### src/rtl/udma_uart_pkg.sv
// Shared definitions for the UART uDMA channel: cfg register map, CFG bit
// positions, error flag indices and the transfer sequencer state encoding.
package udma_uart_pkg;

  localparam logic [4:0] REG_RX_SADDR  = 5'h00;
  localparam logic [4:0] REG_RX_SIZE   = 5'h01;
  localparam logic [4:0] REG_RX_CFG    = 5'h02;
  localparam logic [4:0] REG_RX_INTCFG = 5'h03;
  localparam logic [4:0] REG_TX_SADDR  = 5'h04;
  localparam logic [4:0] REG_TX_SIZE   = 5'h05;
  localparam logic [4:0] REG_TX_CFG    = 5'h06;
  localparam logic [4:0] REG_TX_INTCFG = 5'h07;
  localparam logic [4:0] REG_STATUS    = 5'h08;
  localparam logic [4:0] REG_UART_SETUP = 5'h09;
  localparam logic [4:0] REG_ERROR     = 5'h0A;
  localparam logic [4:0] REG_IRQ_EN    = 5'h0B;
  localparam logic [4:0] REG_VALID     = 5'h0C;
  localparam logic [4:0] REG_DATA      = 5'h0D;

  localparam int CFG_CONT = 0;
  localparam int CFG_EN   = 4;
  localparam int CFG_PEND = 5;
  localparam int CFG_CLR  = 6;

  // done_err bit positions: {timeout,abort,parity,overflow}
  localparam int ERR_OVF   = 0;
  localparam int ERR_PAR   = 1;
  localparam int ERR_ABORT = 2;
  localparam int ERR_TMO   = 3;

  typedef enum logic [3:0] {
    S_IDLE      = 4'd0,
    S_W_SETUP   = 4'd1,
    S_W_SADDR   = 4'd2,
    S_W_SIZE    = 4'd3,
    S_W_CFG     = 4'd4,
    S_GAP       = 4'd5,
    S_POLL      = 4'd6,
    S_R_ERR     = 4'd7,
    S_DONE      = 4'd8,
    S_ABORT_CLR = 4'd9
  } seq_state_e;

  // Per-channel register block base: RX block sits at 0x00, TX at 0x04.
  function automatic logic [4:0] chan_base(input logic rx);
    return rx ? REG_RX_SADDR : REG_TX_SADDR;
  endfunction

endpackage

### src/rtl/udma_uart_seq_timer.sv
// Poll pacing for the transfer sequencer: a gap down-counter that reloads
// whenever the sequencer is outside GAP, and a poll up-counter.
module udma_uart_seq_timer #(
  parameter int POLL_GAP = 4,
  parameter int POLL_MAX = 1024
) (
  input  logic clk_i,
  input  logic rst_i,
  input  logic gap_run,
  input  logic poll_clr,
  input  logic poll_inc,
  output logic gap_done,
  output logic poll_last
);

  localparam int GW = $clog2(POLL_GAP + 1);
  localparam int PW = $clog2(POLL_MAX + 1);

  logic [GW-1:0] gap_cnt;
  logic [PW-1:0] poll_cnt;

  always_ff @(posedge clk_i) begin
    if (rst_i) begin
      gap_cnt  <= '0;
      poll_cnt <= '0;
    end else begin
      if (!gap_run)
        gap_cnt <= GW'(POLL_GAP - 1);
      else if (gap_cnt != '0)
        gap_cnt <= gap_cnt - 1'b1;

      if (poll_clr)
        poll_cnt <= '0;
      else if (poll_inc)
        poll_cnt <= poll_cnt + 1'b1;
    end
  end

  assign gap_done  = (gap_cnt == '0);
  // true during the final permitted poll
  assign poll_last = (poll_cnt == PW'(POLL_MAX - 1));

endmodule

### src/rtl/udma_uart_xfer_seq.sv
// Programs one UART uDMA channel transfer over the cfg bus and polls it to
// completion, reporting {timeout,abort,parity,overflow} on the done port.
module udma_uart_xfer_seq
  import udma_uart_pkg::*;
#(
  parameter int L2_AWIDTH_NOAL = 12,
  parameter int TRANS_SIZE     = 16,
  parameter int POLL_GAP       = 4,
  parameter int POLL_MAX       = 1024
) (
  input  logic                      clk_i,
  input  logic                      rst_i,
  input  logic                      req_valid_i,
  output logic                      req_ready_o,
  input  logic                      req_dir_i,
  input  logic [31:0]               req_setup_i,
  input  logic [L2_AWIDTH_NOAL-1:0] req_addr_i,
  input  logic [TRANS_SIZE-1:0]     req_size_i,
  input  logic                      req_cont_i,
  input  logic                      abort_i,
  output logic                      done_valid_o,
  output logic [3:0]                done_err_o,
  input  logic                      done_ready_i,
  output logic                      busy_o,
  output logic [4:0]                cfg_addr_o,
  output logic [31:0]               cfg_data_o,
  output logic                      cfg_valid_o,
  output logic                      cfg_rwn_o,
  input  logic [31:0]               cfg_data_i,
  input  logic                      cfg_ready_i
);

  seq_state_e                state;
  logic                      dir, cont;
  logic [31:0]               setup, setup_cache;
  logic                      cache_vld;
  logic [L2_AWIDTH_NOAL-1:0] saddr;
  logic [TRANS_SIZE-1:0]     size;
  logic [3:0]                err;
  logic [4:0]                base;
  logic                      hs, chan_done, tmo, gap_done, poll_last;

  assign base      = chan_base(dir);
  assign hs        = cfg_valid_o & cfg_ready_i;
  assign chan_done = (cfg_data_i[CFG_PEND:CFG_EN] == 2'b00);
  assign tmo       = !chan_done && poll_last;

  assign req_ready_o  = (state == S_IDLE);
  assign busy_o       = (state != S_IDLE);
  assign done_valid_o = (state == S_DONE);
  assign done_err_o   = (state == S_DONE) ? err : 4'b0;

  udma_uart_seq_timer #(
    .POLL_GAP (POLL_GAP),
    .POLL_MAX (POLL_MAX)
  ) u_timer (
    .clk_i     (clk_i),
    .rst_i     (rst_i),
    .gap_run   (state == S_GAP),
    .poll_clr  (state == S_IDLE),
    .poll_inc  ((state == S_POLL) && hs),
    .gap_done  (gap_done),
    .poll_last (poll_last)
  );

  // Bus fields are decoded from state and registered request fields only,
  // so they hold steady across cfg_ready_i stalls.
  always_comb begin
    cfg_valid_o = 1'b0;
    cfg_rwn_o   = 1'b0;
    cfg_addr_o  = base + 5'd2;
    cfg_data_o  = '0;
    case (state)
      S_W_SETUP: begin
        cfg_valid_o = 1'b1;
        cfg_addr_o  = REG_UART_SETUP;
        cfg_data_o  = setup;
      end
      S_W_SADDR: begin
        cfg_valid_o = 1'b1;
        cfg_addr_o  = base;
        cfg_data_o  = 32'(saddr);
      end
      S_W_SIZE: begin
        cfg_valid_o = 1'b1;
        cfg_addr_o  = base + 5'd1;
        cfg_data_o  = 32'(size);
      end
      S_W_CFG: begin
        cfg_valid_o          = 1'b1;
        cfg_data_o[CFG_EN]   = 1'b1;
        cfg_data_o[CFG_CONT] = cont;
      end
      S_POLL: begin
        cfg_valid_o = 1'b1;
        cfg_rwn_o   = 1'b1;
      end
      S_R_ERR: begin
        cfg_valid_o = 1'b1;
        cfg_rwn_o   = 1'b1;
        cfg_addr_o  = REG_ERROR;
      end
      S_ABORT_CLR: begin
        cfg_valid_o         = 1'b1;
        cfg_data_o[CFG_CLR] = 1'b1;
      end
      default: ;
    endcase
  end

  always_ff @(posedge clk_i) begin
    if (rst_i) begin
      state       <= S_IDLE;
      dir         <= 1'b0;
      cont        <= 1'b0;
      setup       <= '0;
      setup_cache <= '0;
      cache_vld   <= 1'b0;
      saddr       <= '0;
      size        <= '0;
      err         <= '0;
    end else begin
      case (state)
        S_IDLE: if (req_valid_i) begin
          dir   <= req_dir_i;
          cont  <= req_cont_i;
          setup <= req_setup_i;
          saddr <= req_addr_i;
          size  <= req_size_i;
          err   <= '0;
          state <= (cache_vld && setup_cache == req_setup_i) ? S_W_SADDR : S_W_SETUP;
        end
        S_W_SETUP: if (hs) begin
          setup_cache <= setup;
          cache_vld   <= 1'b1;
          state       <= S_W_SADDR;
        end
        S_W_SADDR: if (hs) state <= S_W_SIZE;
        S_W_SIZE:  if (hs) state <= S_W_CFG;
        S_W_CFG:   if (hs) state <= cont ? S_DONE : S_GAP;
        S_GAP: begin
          if (abort_i) begin
            err[ERR_ABORT] <= 1'b1;
            state          <= S_ABORT_CLR;
          end else if (gap_done) begin
            state <= S_POLL;
          end
        end
        S_POLL: if (hs) begin
          if (abort_i) err[ERR_ABORT] <= 1'b1;
          if (tmo)     err[ERR_TMO]   <= 1'b1;
          if (abort_i || tmo) state <= S_ABORT_CLR;
          else if (chan_done) state <= S_R_ERR;
          else                state <= S_GAP;
        end
        S_ABORT_CLR: if (hs) state <= S_R_ERR;
        S_R_ERR: if (hs) begin
          err[ERR_PAR:ERR_OVF] <= cfg_data_i[1:0];
          state                <= S_DONE;
        end
        S_DONE: if (done_ready_i) begin
          err   <= '0;
          state <= S_IDLE;
        end
        default: state <= S_IDLE;
      endcase
    end
  end

endmodule

### config.mk
export PLATFORM = sky130hd
export DESIGN_NAME = udma_uart_xfer_seq
export DESIGN_NICKNAME = d
export VERILOG_FILES = /design/src/rtl/udma_uart_pkg.sv /design/src/rtl/udma_uart_seq_timer.sv /design/src/rtl/udma_uart_xfer_seq.sv
export SDC_FILE = /design/constraint.sdc
export NUM_CORES = 1
export LEC_CHECK = 0
export CAP_MARGIN = 20
export CORE_MARGIN = 10
export CORE_UTILIZATION = 49
export DETAILED_ROUTE_END_ITERATION = 8
export GPL_TIMING_DRIVEN = 0
export PLACE_DENSITY = 0.86
export SYNTH_ARGS = -nofsm -noshare
export SYNTH_HDL_FRONTEND = slang
export SYNTH_HIERARCHICAL = 1
export SYNTH_SLANG_ARGS = --single-unit
### constraint.sdc
create_clock -name clk_i -period 2.47 [get_ports clk_i]
set_input_delay 0.6175 -clock clk_i [delete_from_list [all_inputs] [get_ports clk_i]]
set_output_delay 0.6175 -clock clk_i [all_outputs]
set_load 0.02 [all_outputs]
# ---- Word level (Yosys, flattened, before mapping)
# Cells that the tools add are included.
dict set report op_classes {
  n_addsub 4
  n_eq_ne 23
  mux 37
  n_bitwise 2
  reduce_logical 23
}
# op count
set ops {}
lappend ops {{case mux 25 bit (3 select lines)} 1}
lappend ops {{2-to-1 mux 4 bit} 15}
lappend ops {{case mux 4 bit (10 select lines)} 1}
lappend ops {{== test 32 bit} 1}
lappend ops {{!= test 2 bit (second input constant)} 10}
lappend ops {{== test 4 x 3 -> 1 bit (second input constant)} 4}
lappend ops {{case mux 1 bit (4 select lines)} 4}
lappend ops {{case mux 4 bit (4 select lines)} 1}
lappend ops {{2-to-1 mux 2 bit} 6}
lappend ops {{adder 11 x 1 -> 11 bit (second input constant)} 1}
lappend ops {{== test 11 x 10 -> 1 bit (second input constant)} 1}
lappend ops {{AND reduction 10 bit} 1}
lappend ops {{case mux 3 bit (3 select lines)} 1}
lappend ops {{nonzero test 3 bit} 3}
lappend ops {{== test 4 x 2 -> 1 bit (second input constant)} 2}
lappend ops {{== test 4 bit (second input constant)} 2}
lappend ops {{AND reduction 4 bit} 2}
lappend ops {{nonzero test 4 bit} 2}
lappend ops {{OR reduction 7 bit} 1}
lappend ops {{case mux 1 bit (3 select lines)} 2}
lappend ops {{case mux 2 bit (3 select lines)} 1}
lappend ops {{OR reduction 2 bit} 3}
lappend ops {{AND reduction 5 bit} 1}
lappend ops {{adder 3 x 1 -> 4 bit (second input constant)} 1}
lappend ops {{other kinds (16)} 22}
dict set report word_totals {
  ff_bits 117
}

# ---- Logic depth before layout (Yosys ltp)
dict set report logic_depth {
  depth_word 7
  ltp_mapped 9
}

# ---- Hierarchy
# The synthesis kept the hierarchy.
# module n_inst cells_each area_each_um2 seq_area_each_um2
set modules_own_cells {}
lappend modules_own_cells {udma_uart_xfer_seq 1 653 4929.7 2062.0}
lappend modules_own_cells {udma_uart_seq_timer 1 72 670.6 280.3}

# ---- Worst setup path after synthesis
# OpenSTA, ideal clock, no wires.
dict set report synth_path {
  kind {reg-to-output}
  start {reg state[1]}
  end {out done_err_o[0]}
  arrival_ps 2057
  t_required_ps 1852
  slack_ps -204
  path_stages_with_launch 5
  path_buffers 2
  path_cell_list {dfxtp_1 -> buf_4 -> buf_2 -> nor4b_1 -> and2_1}
}
dict set report synth_between {
  elab_chain_cells 2
}
# item line_no
set synth_rtl {}
lappend synth_rtl {{from (decl)} udma_uart_xfer_seq.sv:33} ;# seq_state_e state;
lappend synth_rtl {{from (signal assigned)} udma_uart_xfer_seq.sv:131} ;# state <= (cache_vld && setup_cache == req_setup_i) ? S_W_SADDR : S_W_SETUP;
lappend synth_rtl {{from (signal assigned)} udma_uart_xfer_seq.sv:140} ;# S_W_CFG: if (hs) state <= cont ? S_DONE : S_GAP;
lappend synth_rtl {{== test 4 bit} -}
lappend synth_rtl {{net done_valid_o} udma_uart_xfer_seq.sv:21} ;# output logic done_valid_o,
lappend synth_rtl {{2-to-1 mux 4 bit} udma_uart_xfer_seq.sv:51} ;# assign done_err_o = (state == S_DONE) ? err : 4'b0;
lappend synth_rtl {{to (decl)} udma_uart_xfer_seq.sv:22} ;# output logic [3:0] done_err_o,
# The timed path passes the listed nets, and every way through them passes these cells.

# ---- Worst setup path in the final report
dict set report layout_path {
  start {reg state[0]}
  end {out done_err_o[0]}
}
dict set report layout_between {
  elab_chain_cells 2
}
# item line_no
set layout_rtl {}
lappend layout_rtl {{== test 4 bit} udma_uart_xfer_seq.sv:51}
lappend layout_rtl {{2-to-1 mux 4 bit} udma_uart_xfer_seq.sv:51}
# Every way passes these cells.

==> metrics.txt <==
routing usage on met1=24.9%; flops & latches, synth=117; Distinct cells, synth=50; HP Start=size[10]; clock slew seen by the registers of the worst setup and hold paths=0.06 ns; total placed cells including tap cells=979; Crit path required time=1.85 ns; number of cells produced by synthesis=725; starting density of the core=50.8%; Antenna Nets Post-Route=0; clock tree from TritonCTS=done; Slew Viols, Final=0; total I/O pin count=146; cell area after synthesis=0.00560 mm^2; Flop pwr share=30.0%; final setup skew=0.0112 ns; unrepaired setup endpoints after global routing=yes; reported leakage power=2.95 nW; Switch Pwr=0.00297 W; ys async rst share=0%; GR Overflow Total=0; final net count=977; transition at the pin with the smallest max-transition slack=0.798 ns; routed wire length per instance=17.7 um; Fmax achieved=400 MHz; Final Instance Area=0.00773 mm^2; first-pass GRT wire length=28,400 um; hpwl dp=12,700 um; global placement routability congestion=0.942; part of the total power dissipated in combinational logic=37.9%; buffer depth of the longest clock path=2; wire length reported by the detailed router=18,200 um; number of antenna violations at the first check in global routing=0; final setup violation count=2; main area contributors after synthesis=dfxtp_1 (42%), nand2_1 (13%), a21oi_1 (9.8%); Worst VDD drop=0.000777 V; fraction of post-synthesis cell area in the top cell type by area=41.8%; data arrival time at the worst-slack endpoint=1.88 ns; TritonRoute pass-1 iters=6; Port Buffer Count=114; area of the placeable core=0.0110 mm^2; number of max-cap violations=0; synthesized area per cell=7.72 um^2; number of buffers created by CTS=17; slew margin rel.=46.8%; worst min-delay path category=reg2reg; minimum period implied by the final worst setup slack=2.50 ns; Switching Fraction=37.1%; total inserted antenna cells=0; via total after detailed routing=5,743; Die Span Y=127 um; Die X=127 um; Yosys warnings=6; fill cell count=842; clock latency of the later-clocked register in the worst-skew pair=0.42 ns; area enclosed by the die boundary=0.0161 mm^2; final setup slack of the worst path=-0.0288 ns; synthesized net count=828; critical path type=reg2out; DR vias/cell=5.59; global router's overall resource usage=21.6%; fraction of the cycle the final worst path needs=101%; failing checks=negative setup slack; start point of the critical path=state[0]; count of endpoints failing hold in the final timing report=0; count of clock tree sinks=117; largest fanout on the critical path=6; met3 usage in global routing=6.12%; largest area contributor in the netlist=dfxtp_1; number of remaining DRC errors=0; fraction of final layout cells with drive strength greater than 1=17.5%; internal power summed over all cells=0.00503 W; crit path launch type=flop; final standard cell count with taps included and fillers excluded=1,027; Root Driver=clkbuf_16; run status=complete, but fails checks; setup TNS=-0.0557 ns; Worst setup EP type=output port; dominant register cell in the synthesized netlist=dfxtp_1; Reg2Reg Launch Point=state[3]; Post-synth EDFFs=0; met2 usage in global routing=36.7%; largest net degree at the start of global routing=17; CTS H-tree depth=4; number of global-route vias before repair=5,737; power share of the clock group=32.2%; final hold slack=0.456 ns; placed instance area=0.00693 mm^2; busiest layer in global routing=met2; pwr dens=1030 mW/mm^2; drt first-iter violations=481; num rows=38; sequential area share after synthesis=41.8%; Area Growth Syn to Fin=38.0%
-- registers in the layout, indices dropped and copies added, names as in the netlist --
name	count
err	4
dir	1
setup_cache	32
cont	1
setup	32
cache_vld	1
state	4
u_timer/poll_cnt	11
size	16
saddr	12
u_timer/gap_cnt	3
-- worst max-delay path: stages, from the launching register on --
cell and delay [ns]:
dfxtp_1 0.31, buf_6 0.13, buf_4 0.17, nor4b_4 0.35, buf_4 0.19, buf_6 0.09
and2_4 0.12, buf_6 0.11
-- metrics by stage --
step	power, W	worst slack, ns	utilization [%]
2_1_floorplan	0.00415	0.181	-
3_3_place_gp	0.00507	-0.455	62.8
3_5_place_dp	0.00512	-0.483	62.8
4_1_cts	0.00787	-0.0120	70.2
5_1_grt	0.00831	-0.0658	70.0
6_report	0.00799	-0.0288	70.0
-- layout make-up --
| cell class | instances | area (um^2) | area share, % |
|---|---|---|---|
| Inverter | 16 | 63.8 | 0.826 |
| Clock buffer | 18 | 439 | 5.68 |
| Buffer | 51 | 378 | 4.89 |
| Tap cell | 140 | 175 | 2.27 |
| Clock inverter | 14 | 174 | 2.25 |
| Sequential cell | 117 | 2350 | 30.4 |
| Multi-Input combinational cell | 541 | 2980 | 38.5 |
| Timing Repair Buffer | 130 | 1170 | 15.2 |
-- layer usage --
metal  wire length, um  part of all wire, %
met5                 0                    0
met4               581                  3.2
met3              1500                  8.3
met2              8910                   49
met1              7190                   40
-- repair_timing --
action                     4_1_cts  5_1_grt
resized for setup              160       40
setup endpoints to repair       45       38
buffers inserted                11        5
pin swaps                        5        3
hold buffers                     0        0
-- power groups by stage --
stage	sequential (W)	combinational [W]	clock, W
floorplan	0.00235	0.00180	0
global placement	0.00240	0.00267	0
detailed placement	0.00241	0.00271	0
CTS	0.00238	0.00293	0.00256
global route	0.00242	0.00325	0.00264
finish	0.00239	0.00303	0.00257
-- logic make-up (layout without fill, tap and decap cells) --
| family | count (synthesis) | count (layout) | synth area share [%] |
|---|---|---|---|
| other | 1 | 1 | 0.0670 |
| AND/OR/NAND/NOR | 326 | 326 | 26.1 |
| adder cells (fa/ha/maj) | 3 | 3 | 0.670 |
| flip-flops | 117 | 117 | 41.8 |
| buffers and inverters | 67 | 229 | 6.28 |
| AO/OA/AOI/OAI | 154 | 154 | 15.6 |
| multiplexers | 21 | 21 | 3.78 |
| XOR/XNOR | 36 | 36 | 5.63 |
-- cell usage after synthesis, types with 2 or more instances --
library cell / instances
buf_4: 4
nand2_2: 10
a21oi_1: 110
nor4_1: 5
o22a_1: 2
clkbuf_1: 32
nor3_1: 4
a21oi_2: 10
nand4_1: 9
nand2b_1: 4
buf_2: 5
o311a_1: 2
or3_1: 4
o31ai_1: 3
inv_1: 16
dfxtp_1: 117
nor2_1: 42
or2_2: 2
and3_1: 20
buf_6: 9
nor2b_1: 7
xnor2_1: 32
nand3_1: 9
o32ai_1: 4
a31oi_1: 2
and2_1: 6
mux2i_1: 20
ha_1: 3
a211oi_1: 2
xor2_1: 4
o21ai_0: 12
nand2_1: 196
-- cell usage in the layout, fill, tap and decap left out, types with 9 or more instances in the layout --
master,netlist,routed
clkbuf_16,0,17
clkbuf_1,32,23
nand3_1,9,9
clkdlybuf4s50_1,0,69
clkdlybuf4s15_2,0,9
nor2_1,42,40
buf_6,9,18
buf_2,5,14
mux2i_1,20,19
dfxtp_1,117,115
a21oi_1,110,108
nand2_1,196,196
o21ai_0,12,12
nand4_1,9,9
xnor2_1,32,32
clkbuf_2,0,13
nand2_2,10,10
and3_1,20,20
buf_4,4,18
a21oi_2,10,12
inv_1,16,15
-- final timing paths --
kind,endpoint,slack [ns],cells after the start
hold reg to reg,size[10],0.46,2
setup / recovery,done_err_o[0],-0.03,7
setup reg to reg,u_timer/poll_cnt[9],0.11,9
hold / removal,size[10],0.46,2
Note: power is estimated with default switching activity, not from simulation.
